File: src/rtl/urna_pkg.sv
// Shared types and constants for the ballot-box keypad front end.
// Holds the FSM state encoding, default timing constants and candidate codes.
package urna_pkg;

  typedef enum logic [1:0] {
    IDLE     = 2'd0,
    DEBOUNCE = 2'd1,
    EMIT     = 2'd2,
    WAIT_REL = 2'd3
  } state_t;

  localparam int DEB_CYCLES_DEF     = 4;
  localparam int TIMEOUT_CYCLES_DEF = 1000;
  localparam int DIGIT_W            = 4;
  localparam int NUM_KEYS           = 10;
  localparam int NUM_LINES          = NUM_KEYS + 1;  // digit keys plus cancel (MSB)

  // Candidate codes as expected by the downstream vote decoder.
  localparam logic [DIGIT_W-1:0] CAND_1 = 4'd1;
  localparam logic [DIGIT_W-1:0] CAND_2 = 4'd2;
  localparam logic [DIGIT_W-1:0] CAND_3 = 4'd3;

  function automatic logic one_hot(input logic [NUM_KEYS-1:0] keys);
    return (keys != '0) && ((keys & (keys - 1'b1)) == '0);
  endfunction

  function automatic logic [DIGIT_W-1:0] key_index(input logic [NUM_KEYS-1:0] keys);
    logic [DIGIT_W-1:0] idx;
    idx = '0;
    for (int i = 0; i < NUM_KEYS; i++) begin
      if (keys[i]) idx = DIGIT_W'(i);
    end
    return idx;
  endfunction

endpackage

File: src/rtl/teclado_urna_if.sv
// Keypad interface: raw key lines in, decoded digit/event pulses out.
// The slave modport is the keypad decoder, the master modport is its user.
interface teclado_urna_if;
  import urna_pkg::*;

  logic [NUM_KEYS-1:0] key_raw;
  logic                cancel_raw;
  logic [DIGIT_W-1:0]  digit;
  logic                valid;
  logic                pos;
  logic                cancel;
  logic                err;
  logic                timeout;

  modport master (
    output key_raw, cancel_raw,
    input  digit, valid, pos, cancel, err, timeout
  );

  modport slave (
    input  key_raw, cancel_raw,
    output digit, valid, pos, cancel, err, timeout
  );

endinterface

File: src/rtl/sync2.sv
// Two-flop synchronizer for asynchronous inputs, parameterized by width.
module sync2 #(
  parameter int WIDTH = 1
) (
  input  logic             clk,
  input  logic             rst,
  input  logic [WIDTH-1:0] d,
  output logic [WIDTH-1:0] q
);

  logic [WIDTH-1:0] meta;

  // NOTE: non-blocking assignments make meta and q sample together, giving two real stages.
  always_ff @(posedge clk) begin
    if (rst) begin
      meta <= '0;
      q    <= '0;
    end else begin
      meta <= d;
      q    <= meta;
    end
  end

endmodule

File: src/rtl/teclado_urna.sv
// Ballot-box keypad decoder: synchronize, debounce, classify and emit key events.
// Optional partial-entry timeout is built only when TECLADO_TIMEOUT_EN is defined.
module teclado_urna
  import urna_pkg::*;
#(
  parameter int DEB_CYCLES     = DEB_CYCLES_DEF,
  parameter int TIMEOUT_CYCLES = TIMEOUT_CYCLES_DEF
) (
  input  logic           clk,
  input  logic           rst,
  teclado_urna_if.slave  bus
);

  localparam int CNT_W = $clog2(DEB_CYCLES + 1);

  if (DEB_CYCLES < 1 || TIMEOUT_CYCLES < 1) begin : g_bad_params
    $error("teclado_urna: DEB_CYCLES and TIMEOUT_CYCLES must be at least 1");
  end

  logic [NUM_LINES-1:0] lines;

  sync2 #(.WIDTH(NUM_LINES)) u_sync (
    .clk (clk),
    .rst (rst),
    .d   ({bus.cancel_raw, bus.key_raw}),
    .q   (lines)
  );

  state_t               state_q, state_d;
  logic [NUM_LINES-1:0] cand_q, cand_d;
  logic [CNT_W-1:0]     cnt_q, cnt_d;
  logic                 pos_q, pos_d;
  logic [DIGIT_W-1:0]   digit_q, digit_d;
  logic                 valid_q, valid_d;
  logic                 cancel_q, cancel_d;
  logic                 err_q, err_d;

`ifdef TECLADO_TIMEOUT_EN
  localparam int TCNT_W = $clog2(TIMEOUT_CYCLES + 1);
  logic [TCNT_W-1:0] tcnt_q, tcnt_d;
  logic              timeout_q, timeout_d;
`endif

  always_comb begin
    // NOTE: every variable gets a default first so no path through the case infers a latch.
    state_d  = state_q;
    cand_d   = cand_q;
    cnt_d    = cnt_q;
    pos_d    = pos_q;
    digit_d  = digit_q;
    valid_d  = 1'b0;
    cancel_d = 1'b0;
    err_d    = 1'b0;
`ifdef TECLADO_TIMEOUT_EN
    tcnt_d    = '0;
    timeout_d = 1'b0;
`endif

    case (state_q)
      IDLE: begin
        if (|lines) begin
          state_d = DEBOUNCE;
          cand_d  = lines;
          cnt_d   = '0;
        end
`ifdef TECLADO_TIMEOUT_EN
        // A press in this cycle wins over an expiring partial entry.
        else if (pos_q) begin
          if (tcnt_q == TCNT_W'(TIMEOUT_CYCLES - 1)) begin
            timeout_d = 1'b1;
            pos_d     = 1'b0;
          end else begin
            tcnt_d = (&tcnt_q) ? tcnt_q : tcnt_q + 1'b1;
          end
        end
`endif
      end

      DEBOUNCE: begin
        if (lines == '0) begin
          state_d = IDLE;
        end else if (lines != cand_q) begin
          cand_d = lines;
          cnt_d  = '0;
        end else if (cnt_q == CNT_W'(DEB_CYCLES)) begin
          state_d = EMIT;
          // Cancel outranks digits; several digits at once are rejected.
          if (cand_q[NUM_LINES-1]) begin
            cancel_d = 1'b1;
            pos_d    = 1'b0;
          end else if (one_hot(cand_q[NUM_KEYS-1:0])) begin
            valid_d = 1'b1;
            digit_d = key_index(cand_q[NUM_KEYS-1:0]);
            pos_d   = ~pos_q;
          end else begin
            err_d = 1'b1;
          end
        end else begin
          cnt_d = (&cnt_q) ? cnt_q : cnt_q + 1'b1;
        end
      end

      EMIT: begin
        state_d = WAIT_REL;
        cnt_d   = '0;
      end

      WAIT_REL: begin
        if (|lines) begin
          cnt_d = '0;
        end else if (cnt_q == CNT_W'(DEB_CYCLES - 1)) begin
          state_d = IDLE;
        end else begin
          cnt_d = (&cnt_q) ? cnt_q : cnt_q + 1'b1;
        end
      end

      default: state_d = IDLE;
    endcase
  end

  always_ff @(posedge clk) begin
    if (rst) begin
      state_q  <= IDLE;
      cand_q   <= '0;
      cnt_q    <= '0;
      pos_q    <= 1'b0;
      digit_q  <= '0;
      valid_q  <= 1'b0;
      cancel_q <= 1'b0;
      err_q    <= 1'b0;
`ifdef TECLADO_TIMEOUT_EN
      tcnt_q    <= '0;
      timeout_q <= 1'b0;
`endif
    end else begin
      state_q  <= state_d;
      cand_q   <= cand_d;
      cnt_q    <= cnt_d;
      pos_q    <= pos_d;
      digit_q  <= digit_d;
      valid_q  <= valid_d;
      cancel_q <= cancel_d;
      err_q    <= err_d;
`ifdef TECLADO_TIMEOUT_EN
      tcnt_q    <= tcnt_d;
      timeout_q <= timeout_d;
`endif
    end
  end

  assign bus.digit  = digit_q;
  assign bus.valid  = valid_q;
  assign bus.pos    = pos_q;
  assign bus.cancel = cancel_q;
  assign bus.err    = err_q;
`ifdef TECLADO_TIMEOUT_EN
  assign bus.timeout = timeout_q;
`else
  assign bus.timeout = 1'b0;
`endif

endmodule

File: src/flat_wrapper.sv
// flat-port wrapper written by rule: the top's interface ports become plain ports
module teclado_urna_flat import urna_pkg::*;
#(
  parameter int DEB_CYCLES     = DEB_CYCLES_DEF,
  parameter int TIMEOUT_CYCLES = TIMEOUT_CYCLES_DEF
)
  (clk, rst, bus_key_raw, bus_cancel_raw, bus_digit, bus_valid, bus_pos, bus_cancel, bus_err, bus_timeout);
  teclado_urna_if bus_i ();
  input  logic clk;
  input  logic rst;
  input wire logic [$bits(bus_i.key_raw)-1:0] bus_key_raw;
  input wire logic [$bits(bus_i.cancel_raw)-1:0] bus_cancel_raw;
  output wire logic [$bits(bus_i.digit)-1:0] bus_digit;
  output wire logic [$bits(bus_i.valid)-1:0] bus_valid;
  output wire logic [$bits(bus_i.pos)-1:0] bus_pos;
  output wire logic [$bits(bus_i.cancel)-1:0] bus_cancel;
  output wire logic [$bits(bus_i.err)-1:0] bus_err;
  output wire logic [$bits(bus_i.timeout)-1:0] bus_timeout;
  assign bus_i.key_raw = bus_key_raw;
  assign bus_i.cancel_raw = bus_cancel_raw;
  assign bus_digit = bus_i.digit;
  assign bus_valid = bus_i.valid;
  assign bus_pos = bus_i.pos;
  assign bus_cancel = bus_i.cancel;
  assign bus_err = bus_i.err;
  assign bus_timeout = bus_i.timeout;
  teclado_urna #(.DEB_CYCLES(DEB_CYCLES), .TIMEOUT_CYCLES(TIMEOUT_CYCLES)) u_core (.clk(clk), .rst(rst), .bus(bus_i));
endmodule
File: config.mk
export PLATFORM = sky130hd
export DESIGN_NAME = teclado_urna_flat
export DESIGN_NICKNAME = d
export VERILOG_FILES = /design/src/rtl/urna_pkg.sv /design/src/rtl/teclado_urna_if.sv /design/src/rtl/sync2.sv /design/src/rtl/teclado_urna.sv /design/src/flat_wrapper.sv
export SDC_FILE = /design/constraint.sdc
export NUM_CORES = 1
export LEC_CHECK = 0
export CAP_MARGIN = 20
export CORE_AREA = 2 2 109 58
export CTS_CLUSTER_DIAMETER = 100
export DETAILED_ROUTE_END_ITERATION = 10
export DIE_AREA = 0 0 111 60
export REMOVE_ABC_BUFFERS = 1
export SYNTH_ARGS = -nofsm -noshare
export SYNTH_HDL_FRONTEND = slang
export SYNTH_HIERARCHICAL = 1
export SYNTH_SLANG_ARGS = --single-unit
File: constraint.sdc
create_clock -name clk -period 2.7 [get_ports clk]
set_input_delay 0.54 -clock clk [delete_from_list [all_inputs] [get_ports clk]]
set_output_delay 0.54 -clock clk [all_outputs]
set_load 0.01 [all_outputs]
Word-level counts from Yosys, hierarchy flattened
Cells that the tools add are included.
Widths: inputs -> output; s select.
{"block": "totals", "latch_bits": 0, "inputBits": 13, "out_inout_bits": 9, "rom_bits": 0, "mem_count": 0, "reg_bits": 46, "mem_bits_rw": 0, "elab_cells": 83}
{"block": "classes", "n_lt_le_gt_ge": 0, "n_mul": 0, "addsub": 2, "eq_ne": 15, "shifts": 0, "n_reduce_logical": 16, "div_mod_pow": 0, "muxes": 33, "bitwise_logic": 7}
{"op": "$mux 11", "n": 3}
{"op": "$mux 3", "n": 11}
{"op": "$pmux 11 s2", "n": 1}
{"op": "$mux 2", "n": 8}
{"op": "$pmux 3 s4", "n": 1}
{"op": "$logic_not 11->1", "n": 1}
{"op": "$ne 11x11->1", "n": 1}
{"op": "$reduce_or 11->1", "n": 1}
{"op": "$and 10x10->10", "n": 1}
{"op": "$logic_not 10->1", "n": 1}
{"op": "$reduce_and 5->1", "n": 2}
{"op": "$reduce_bool 10->1", "n": 1}
{"op": "$sub 10x1->10 const B", "n": 1}
{"op": "$ne 3x2->1 const B", "n": 3}
{"op": "$mux 4", "n": 2}
{"op": "$pmux 2 s4", "n": 1}
{"op": "$reduce_and 4->1", "n": 2}
{"op": "$mux 1", "n": 6}
{"op": "$ne 2x1->1 const B", "n": 3}
{"op": "$not 1->1", "n": 6}
{"op": "$reduce_and 6->1", "n": 1}
{"op": "$reduce_or 6->1", "n": 1}
{"op": "$reduce_or 5->1", "n": 1}
{"op": "$eq 2x2->1 const B", "n": 2}
{"op": "10 further kinds", "n": 12}

Logic depth before layout (Yosys ltp)
Gate-level depths: netlist (run 1).
{"block": "logic_depth", "ltp_word": 9, "ltp_mapped": 7}

Modules after synthesis
The synthesis (run 1) kept the hierarchy.
{"mod": "teclado_urna", "area_per_inst_um2": 1600.3, "cells_each": 186, "seq_area_each_um2": 480.5, "instances": 1}
{"mod": "sync2", "area_per_inst_um2": 640.6, "cells_each": 46, "seq_area_each_um2": 440.4, "instances": 1}

Worst setup path before layout (run 1)
No wires, ideal clock.
{"block": "synth_path", "path_type": "register -> register", "start": "register u_core.cand_q[5]", "end": "register u_core.digit_q[0] (netlist: u_core/bus.digit[0])", "n_path_buf": 1, "stages_incl_launch_ff": 7, "arrival_ps": 1888, "path_slack_ps": 690, "setup_ps": 121, "t_required_ps": 2579, "path_cell_list": "dfxtp_1 > buf_6 > or4_1 > or3_1 > o32ai_2 > o2111ai_4 > mux2_4"}
{"block": "synth_between", "elab_chain_len": 5}
{"item": "start, declared", "line_no": "teclado_urna.sv:30", "text": "logic [NUM_LINES-1:0] cand_q, cand_d;"}
{"item": "start signal, assigned", "line_no": "teclado_urna.sv:138", "text": "cand_q <= cand_d;"}
{"item": "$sub 10x1->10 / $mux 3 (equally long branches)", "line_no": "urna_pkg.sv:24, urna_pkg.sv:31"}
{"item": "$and 10x10->10 / $mux 3 (equally long branches)", "line_no": "urna_pkg.sv:24, urna_pkg.sv:31"}
{"item": "$logic_not 10->1 / $mux 3 (equally long branches)", "line_no": "urna_pkg.sv:24, urna_pkg.sv:31"}
{"item": "$logic_and 1x1->1 / $mux 4 (equally long branches)", "line_no": "urna_pkg.sv:24, urna_pkg.sv:31"}
{"item": "$reduce_and 6->1 (no source line) / $mux 4 (equally long branches)"}
{"item": "end signal, assigned", "line_no": "teclado_urna.sv:141", "text": "digit_q <= digit_d;"}
{"item": "end, declared", "line_no": "teclado_urna.sv:33", "text": "logic [DIGIT_W-1:0] digit_q, digit_d;"}
Parallel ways exist; a longest one is shown, timed or not.
A chain may end at the register's enable or synchronous reset.

Worst setup path in the final report (run 1)
{"block": "layout_path", "start": "register u_core.cand_q[3]", "end": "register u_core.digit_q[0] (netlist: u_core/bus.digit[0])"}
{"block": "layout_between", "elab_chain_len": 7}
{"item": "parallel branches: the longest is 7 deep, another holds $sub 10x1->10"}
Parallel ways; which one is timed is not known.

==> impl_metrics.tcl, run 1 <==
set metrics [dict create \
    status "finished, final reports clean" \
    syn_inst 232 \
    finalSetupTns_ps 0 \
    period_needed_ps 2120 \
    grt_pass1_wl_mm 7.36 \
    synth_edf_count 0 \
    place_inst 317 \
    path_cells "or4_1 > or3_1 > o32ai_2 > o2111ai_4 > mux2_4" \
    ys_seq_elements 46 \
    async_flop_share_pct 0 \
    max_freq_mhz 473 \
    drt-initial-drc-count 90 \
    finalWirelength_mm 4.41 \
    dieArea_sq_um 6660 \
    fill_cells 568 \
    clkTransAtPathRegs_ps 60 \
    rows 20 \
    drc_errors 0 \
    avgRoutedWirePerCell_microns 13.6 \
    arrival_ps 2300 \
    maxSlewViolCount 0 \
    hold_buffers 0 \
    holdWs_ps 434 \
    overflow 0 \
    ant_nets 0 \
    critPathLaunch "u_core/cand_q[3]" \
    hold_class "reg2reg" \
    maxCapViolCount 0 \
    clock_latency_ps 290 \
    regArea_sq_um 921 \
    n_antenna_cell 0 \
    cp-end-kind "register" \
    cts_setup_buffers 0 \
    io_buffers 20 \
    cpMaxStageDelayCell "or4_1" \
    cp.required_ps 2880 \
    syn2layout_area_growth_pct 17.6 \
    die_y_microns 60 \
    ir_drop_uv 261 \
    cts-root-buf "clkbuf_16" \
    place_ws_ps 592 \
    via_per_inst 4.97 \
    grt_pass1_vias 1437 \
    io_pins 22 \
    cp_max_fo 7 \
    num_vias 1615 \
    numCtsBuffers 5 \
    synth.avg_cell_area_sq_um 9.66 \
    synthTopCellsByArea "dfxtp_1 (41%), nand2b_1 (6.4%), nor2b_2 (5.9%)" \
    cts_tree "yes" \
    critical_path.top_delay_family "simple AND/OR/NAND/NOR gates" \
    cts_resized 0 \
    powerDensity_nw_per_um2 617 \
    seq_area_frac_synth_pct 41.1 \
    final_nets 262 \
    synth_top_area_cell "dfxtp_1" \
    start_util_pct 38.8 \
    die_w_microns 111 \
    detail_route.first_pass.iterations 4 \
    r2r-start "u_core/cand_q[3]" \
    yosysMostFrequentCell "dfxtp_1" \
    grt.total_usage_pct 14.8 \
    cp_slowest_stage_delay_ps 540 \
    slew_headroom_pct 54.0 \
    fin_crit_sh_pct 78.4 \
    multi_input_area_sq_um 1200 \
    coreArea_sq_um 5780 \
    layout-drive-gt1-share_pct 13.3 \
    clockBufferDepth 2 \
    syn_area_sq_um 2240 \
    synthFlopType "dfxtp_1" \
    grt_max_degree 42 \
    fin_skew_ps 4.23 \
    hold_viol_final 0 \
    ys_types 49 \
    h-tree-depth 2 \
    startpoint_type "register" \
    yosysWarnings 6 \
    crit_type "reg2reg" \
    cts.sinks 46 \
    min_from "u_core/u_sync/meta[8]" \
    finalSetupViolCount 0 \
    cp_num_buf_inv 0 \
    final_util_pct 45.6 \
    tightest_slew_ps 690 \
    antenna_found_initial 0 \
    place.gp.congestion 0.802 \
    yosys-top-cells-count "dfxtp_1 (46), nand2b_1 (23), nor2b_2 (15)" \
    finalWorstSetupSlack_ps 584 \
    yosysTopAreaCellShare_pct 41.1 \
    leakagePower_uw 0.00102 \
    stdcell_count 325 \
    hpwl_mm 3.17 \
    rsz0062_at_grt "false" \
]
-- per-stage QoR --
step / instance area, sq um / power (uW)
final: 2640 / 1630
after global routing: 2640 / 1700
after CTS: 2640 / 1650
after detailed placement: 2470 / 949
after global placement: 2470 / 948
after floorplan: 2150 / 882
-- final cells by class --
| type | count | area share (%) |
|---|---|---|
| clock inverter | 2 | 1.42 |
| timing repair buffer | 24 | 8.54 |
| tap | 77 | 3.65 |
| sequential | 46 | 34.9 |
| multi-input combinational | 164 | 45.7 |
| clock buffer | 6 | 4.89 |
| inverter | 6 | 0.854 |
-- report_power, final --
part	switching, uW	total [uW]	internal [uW]	leakage [uW]
clock	256	693	437	0.0000771
sequential	32.0	736	704	0.000377
combinational	100	198	98.0	0.000569
total	388	1630	1240	0.00102
-- kinds of logic (layout without fill, tap and decap cells) --
| family | Yosys count | after routing | synth area share, % |
|---|---|---|---|
| DFF | 46 | 46 | 41.1 |
| adders and majority gates | 3 | 3 | 1.56 |
| buffers and inverters | 22 | 38 | 5.14 |
| other | 1 | 1 | 0.167 |
| AOI/OAI and AO/OA | 28 | 28 | 10.1 |
| xor gates and xnor gates | 12 | 12 | 4.69 |
| and+or+nand+nor | 105 | 105 | 30.1 |
| muxes | 15 | 15 | 7.15 |
-- metal layers --
| metal | routed length [microns] | share of wire [%] | GRT usage, % |
|---|---|---|---|
| met1 | 2490 | 56 | 22.4 |
| met4 | 66 | 1.5 | 6.96 |
| met3 | 322 | 7.3 | 4.87 |
| met5 | 0 | 0 | 0 |
| met2 | 1530 | 35 | 18.1 |
-- state kept, by name, summed over array words and instances (netlist names), named ones only --
register / flops
u_core/cand_q: 11
u_core/u_sync/meta: 11
u_core/u_sync/q: 11
u_core/bus.digit: 4
u_core/cnt_q: 3
u_core/bus.cancel: 1
u_core/bus.err: 1
u_core/bus.pos: 1
u_core/bus.valid: 1
u_core/state_q: 1
-- worst paths after layout --
check             slack [ps]             endpoint  cells after the start
setup / recovery         580  u_core/bus.digit[0]                      5
setup reg to reg         580  u_core/bus.digit[0]                      5
hold / removal           430   u_core/u_sync/q[8]                      1
hold reg to reg          430   u_core/u_sync/q[8]                      1
-- cell usage in the layout (no fill, tap or decap), types with 4 or more instances in the layout --
cell type | netlist | routed
dfxtp_1 | 46 | 46
nand2b_1 | 23 | 23
clkdlybuf4s50_1 | 0 | 19
nor2b_2 | 15 | 15
nor2_1 | 14 | 14
mux2i_1 | 13 | 13
xnor2_1 | 11 | 11
nor2b_1 | 11 | 11
nor4_1 | 8 | 8
a21oi_1 | 7 | 7
inv_1 | 6 | 6
clkbuf_16 | 0 | 5
nor3_1 | 5 | 5
nand4_1 | 5 | 5
nand3_1 | 5 | 5
buf_4 | 1 | 4
(Power assumes the default switching activity.)
==> inputs of run 2 (changes only) <==
- clock period: 2.7 -> 1.82 ns (I/O delays scaled with it)
==> run 2 against run 1 <==
  * The flow now finishes with violations (setup timing)
  * Sequential share of layout area decreased by 4.6 points
  * Cell area grew 17%
  * Global-route usage rose by 1.2 points
  * Worst setup slack lost 720 ps
  * Clock skew rose by 3.4 ps
  * Critical path type unchanged
  * Critical endpoint is now u_core/bus.digit[3]
  * Largest power group unchanged
  * Highest routed layer unchanged
==> impl_metrics.tcl, run 2 (same netlist as run 1, synthesis figures left out) <==
set metrics [dict create \
    p_int_uw 1940 \
    final_common_cell "buf_4" \
    final_nets 297 \
    arrival_ps 2130 \
    cp-end-kind "register" \
    layout-drive-gt1-share_pct 36.0 \
    die_w_microns 111 \
    max_freq_mhz 511 \
    detail_route.first_pass.iterations 4 \
    grt_pass1_vias 1641 \
    cts-root-buf "clkbuf_16" \
    drc_errors 0 \
    cts.sinks 46 \
    maxCapViolCount 0 \
    grt_pass1_wl_mm 8.27 \
    path_cells "or4_4 > or3_4 > o32ai_4 > o2111ai_4 > mux2_4" \
    place_inst 347 \
    h-tree-depth 2 \
    startpoint_type "register" \
    reg_top3 "u_core/cand_q x11, u_core/u_sync/meta x11, u_core/u_sync/q x11" \
    place_ws_ps -185 \
    p_clk_share_pct 40.3 \
    final_util_pct 53.5 \
    via_per_inst 4.95 \
    fill_cells 534 \
    ir_drop_uv 485 \
    grt_max_degree 29 \
    cpMaxStageDelayCell "or4_4" \
    finalSetupViolCount 9 \
    overflow 0 \
    rsz0062_at_grt "true" \
    start_util_pct 38.8 \
    dieArea_sq_um 6660 \
    fin_crit_sh_pct 108 \
    powerDensity_nw_per_um2 837 \
    cts_tree "yes" \
    finalWorstSetupSlack_ps -139 \
    final_cell_mix "buf_4 (37), dfxtp_1 (34), nand2b_1 (23)" \
    crit_type "reg2reg" \
    cp_slowest_stage_delay_ps 520 \
    hpwl_mm 3.62 \
    io_buffers 20 \
    n_antenna_cell 0 \
    avgRoutedWirePerCell_microns 14.0 \
    sw_frac_of_total_pct 25.0 \
    cp.required_ps 2000 \
    finalWirelength_mm 5.03 \
    drt-initial-drc-count 148 \
    clkTransAtPathRegs_ps 60 \
    antenna_found_initial 0 \
    grt.total_usage_pct 16.0 \
    combPwrFrac_pct 17.8 \
    die_y_microns 60 \
    coreArea_sq_um 5780 \
    clockBufferDepth 2 \
    seqPwrFrac_pct 41.9 \
    rows 20 \
    fin_skew_ps 7.62 \
    leakagePower_uw 0.00123 \
    status "complete, but fails checks" \
    cp_max_fo 4 \
    violations "setup timing" \
    holdWs_ps 435 \
    clock_latency_ps 290 \
    num_vias 1782 \
    io_pins 22 \
    syn2layout_area_growth_pct 38.1 \
    switchingPower_uw 647 \
    maxSlewViolCount 0 \
    finalSetupTns_ps -790 \
    stdcell_count 360 \
    hold_class "reg2reg" \
    numCtsBuffers 5 \
    period_needed_ps 1960 \
    hold_buffers 0 \
    hold_viol_final 0 \
    place.gp.congestion 0.836 \
    ant_nets 0 \
]
==> run 2: routing by layer <==
layer,GRT usage (%),wire length [microns],vias to the layer above
met5,0,0,-
met4,3.21,18,0
met3,4.56,354,3
met2,23.0,2040,55
met1,23.8,2610,824
li1,-,-,900
==> run 2: final timing paths <==
path,depth (start not counted),to,startpoint,slack (ps)
worst max-delay path,5,u_core/bus.digit[3],u_core/cand_q[3],-140
worst min-delay path,1,u_core/u_sync/q[7],u_core/u_sync/meta[7],430
worst max register to register,5,u_core/bus.digit[3],u_core/cand_q[3],-140
worst min register to register,1,u_core/u_sync/q[7],u_core/u_sync/meta[7],430
==> run 2: final cells by class <==
type / instances / area [sq um] / area share, %
multi-input cells: 164 / 1370 / 44.4
flip-flops and latches: 46 / 938 / 30.3
well taps: 77 / 96.3 / 3.11
clock inverters: 3 / 43.8 / 1.41
repair buffers: 59 / 495 / 16.0
clock buffers: 5 / 125 / 4.04
inverters: 6 / 22.5 / 0.728
==> run 2: critical path: cells and delay by family (launching register included) <==
family,cells,cell delay (ps)
multiplexers,1,330
flip-flops,1,340
AND/OR/NAND/NOR,2,870
AO/OA/AOI/OAI,2,310
==> run 2: power by group through the flow <==
| stage | logic, uW | clock network (uW) | registers (uW) |
|---|---|---|---|
| 4_1_cts | 414 | 1060 | 1080 |
| 5_1_grt | 501 | 1130 | 1090 |
| 2_1_floorplan | 210 | 0 | 1100 |
| 3_3_place_gp | 369 | 0 | 1100 |
| 3_5_place_dp | 373 | 0 | 1100 |
| 6_report | 461 | 1040 | 1090 |
==> run 2: what timing repair did <==
| action | 4_1_cts | 5_1_grt |
|---|---|---|
| cloned | 0 | 0 |
| hold endpoints to repair | 0 | 0 |
| pin swaps | 6 | 13 |
| setup buffers | 2 | 4 |
| gates resized for setup | 16 | 26 |
| endpoints found under the setup margin | 21 | 24 |
==> run 2: stage by stage <==
stage / cell area, sq um / total power [uW]
floorplan: 2150 / 1310
global placement: 2700 / 1470
detailed placement: 2700 / 1470
CTS: 2960 / 2560
global route: 3100 / 2720
finish: 3100 / 2590
==> inputs of run 3 (changes only) <==
- TNS_END_PERCENT: not set -> 20
==> run 3 against run 2 <==
  * The run still ends with setup timing left
  * Clock power is essentially flat
  * Cell count decreased by 0.56%
  * Via count down 0.67%
  * Combinational power shrank 3%
  * Register-to-register slack is essentially flat
  * Clock skew about the same
  * Non-clock buffer count is 2 lower
  * Clock-buffer cell count stayed put
  * Die area unchanged
  * Sequential share of layout area is 0.14 points higher
==> impl_metrics.tcl, run 3 (same netlist as run 1, synthesis figures left out) <==
set metrics [dict create \
    maxCapViolCount 0 \
    ir_drop_uv 428 \
    hold_class "reg2reg" \
    grt.total_usage_pct 15.8 \
    dieArea_sq_um 6660 \
    h-tree-depth 2 \
    antenna_found_initial 0 \
    numCtsBuffers 5 \
    avgRoutedWirePerCell_microns 13.7 \
    cp-end-kind "register" \
    io_buffers 20 \
    via_per_inst 4.94 \
    holdWs_ps 435 \
    finalWorstSetupSlack_ps -138 \
    fill_cells 538 \
    place.gp.congestion 0.836 \
    stdcell_area_sq_um 3060 \
    ff2ff_path_depth 5 \
    cp_max_fo 4 \
    path_cells "or4_4 > or3_4 > o32ai_4 > o2111ai_4 > mux2_4" \
    leakagePower_uw 0.00122 \
    place_ws_ps -185 \
    rr_endpoint "u_core/bus.digit[3]" \
    cts-root-buf "clkbuf_16" \
    cp_slowest_stage_delay_ps 520 \
    finalWirelength_mm 4.89 \
    grt_pass1_vias 1620 \
    grt_pass1_wl_mm 8.18 \
    arrival_ps 2130 \
    ant_nets 0 \
    hold_viol_final 0 \
    io_pins 22 \
    cpMaxStageDelayCell "or4_4" \
    layout-drive-gt1-share_pct 33.1 \
    cp.required_ps 1990 \
    rows 20 \
    final_nets 295 \
    hpwl_mm 3.62 \
    whs_path_depth 1 \
    cts_tree "yes" \
    finalSetupTns_ps -572 \
    final_cell_mix "dfxtp_1 (39), buf_4 (36), nand2b_1 (23)" \
    rsz0062_at_grt "true" \
    n_antenna_cell 0 \
    stdcell_count 358 \
    syn2layout_area_growth_pct 36.6 \
    cts.sinks 46 \
    overflow 0 \
    maxSlewViolCount 0 \
    placed_area_sq_um 2700 \
    min_from "u_core/u_sync/meta[7]" \
    finalSetupViolCount 6 \
    reg_top3 "u_core/cand_q x11, u_core/u_sync/meta x11, u_core/u_sync/q x11" \
    drc_errors 0 \
    grt_max_degree 29 \
    status "complete, but fails checks" \
    startpoint_type "register" \
    violations "setup timing" \
    num_vias 1770 \
    final_common_cell "dfxtp_1" \
    clock_latency_ps 290 \
    crit_type "reg2reg" \
    die_w_microns 111 \
    coreArea_sq_um 5780 \
    powerDensity_nw_per_um2 840 \
    drt-initial-drc-count 135 \
    holdPathEnd "u_core/u_sync/q[7]" \
    clockBufferDepth 2 \
    place_inst 347 \
    max_freq_mhz 511 \
    clkTransAtPathRegs_ps 60 \
    r2r_slack_ps -140 \
    die_y_microns 60 \
    start_util_pct 38.8 \
    fin_crit_sh_pct 108 \
    fin_skew_ps 7.57 \
    period_needed_ps 1960 \
    r2r-start "u_core/cand_q[3]" \
    detail_route.first_pass.iterations 4 \
]
-- run 3: cell type report --
class | instances | area (sq um) | share of cell area (%)
sequential | 46 | 932 | 30.5
timing repair buffer | 57 | 477 | 15.6
multi-input combinational | 164 | 1360 | 44.6
clock inverter | 3 | 43.8 | 1.43
clock buffer | 5 | 125 | 4.09
inverter | 6 | 22.5 | 0.736
tap | 77 | 96.3 | 3.15
-- run 3: worst max path at each step --
stage | startpoint | to | slack (ps) | cells past startpoint
after global placement | u_core/cand_q[3] | u_core/bus.digit[0] | -150 | 5
after floorplan | u_core/cand_q[8] | u_core/cand_q[0] | -400 | 5
final | u_core/cand_q[3] | u_core/bus.digit[3] | -140 | 5
after CTS | u_core/cand_q[3] | u_core/bus.digit[3] | -150 | 5
after detailed placement | u_core/cand_q[3] | u_core/bus.digit[3] | -190 | 5
after global routing | u_core/cand_q[3] | u_core/bus.digit[3] | -220 | 5
-- run 3: per-stage QoR --
step | total power (uW) | utilization [%]
after floorplan | 1310 | -
after global placement | 1470 | 46.6
after detailed placement | 1470 | 46.6
after CTS | 2550 | 50.7
after global routing | 2700 | 52.9
final | 2570 | 52.9
-- run 3: metal layers --
metal | routed length (microns) | part of all wire, % | track usage, %
met4 | 31 | 0.63 | 3.21
met5 | 0 | 0 | 0
met2 | 1990 | 41 | 23.0
met1 | 2600 | 53 | 23.3
met3 | 271 | 5.5 | 4.56
-- run 3: repair_timing --
item / 4_1_cts / 5_1_grt
pin swaps: 4 / 11
buffers inserted: 0 / 4
setup endpoints to repair: 21 / 24
gates resized for setup: 13 / 21
hold buffers: 0 / 0
-- run 3: power breakdown --
group | switching, uW | internal (uW) | total (uW) | leakage [uW]
Clock | 390 | 650 | 1040 | 0.0000842
Sequential | 40.5 | 1050 | 1090 | 0.000380
Combinational | 205 | 239 | 445 | 0.000759
-- run 3: critical path: cells and delay by family, from the launching register on --
family	cells	cell delay, ps
AND/OR/NAND/NOR	2	870
flip-flops	1	330
multiplexers	1	330
AO/OA/AOI/OAI	2	310
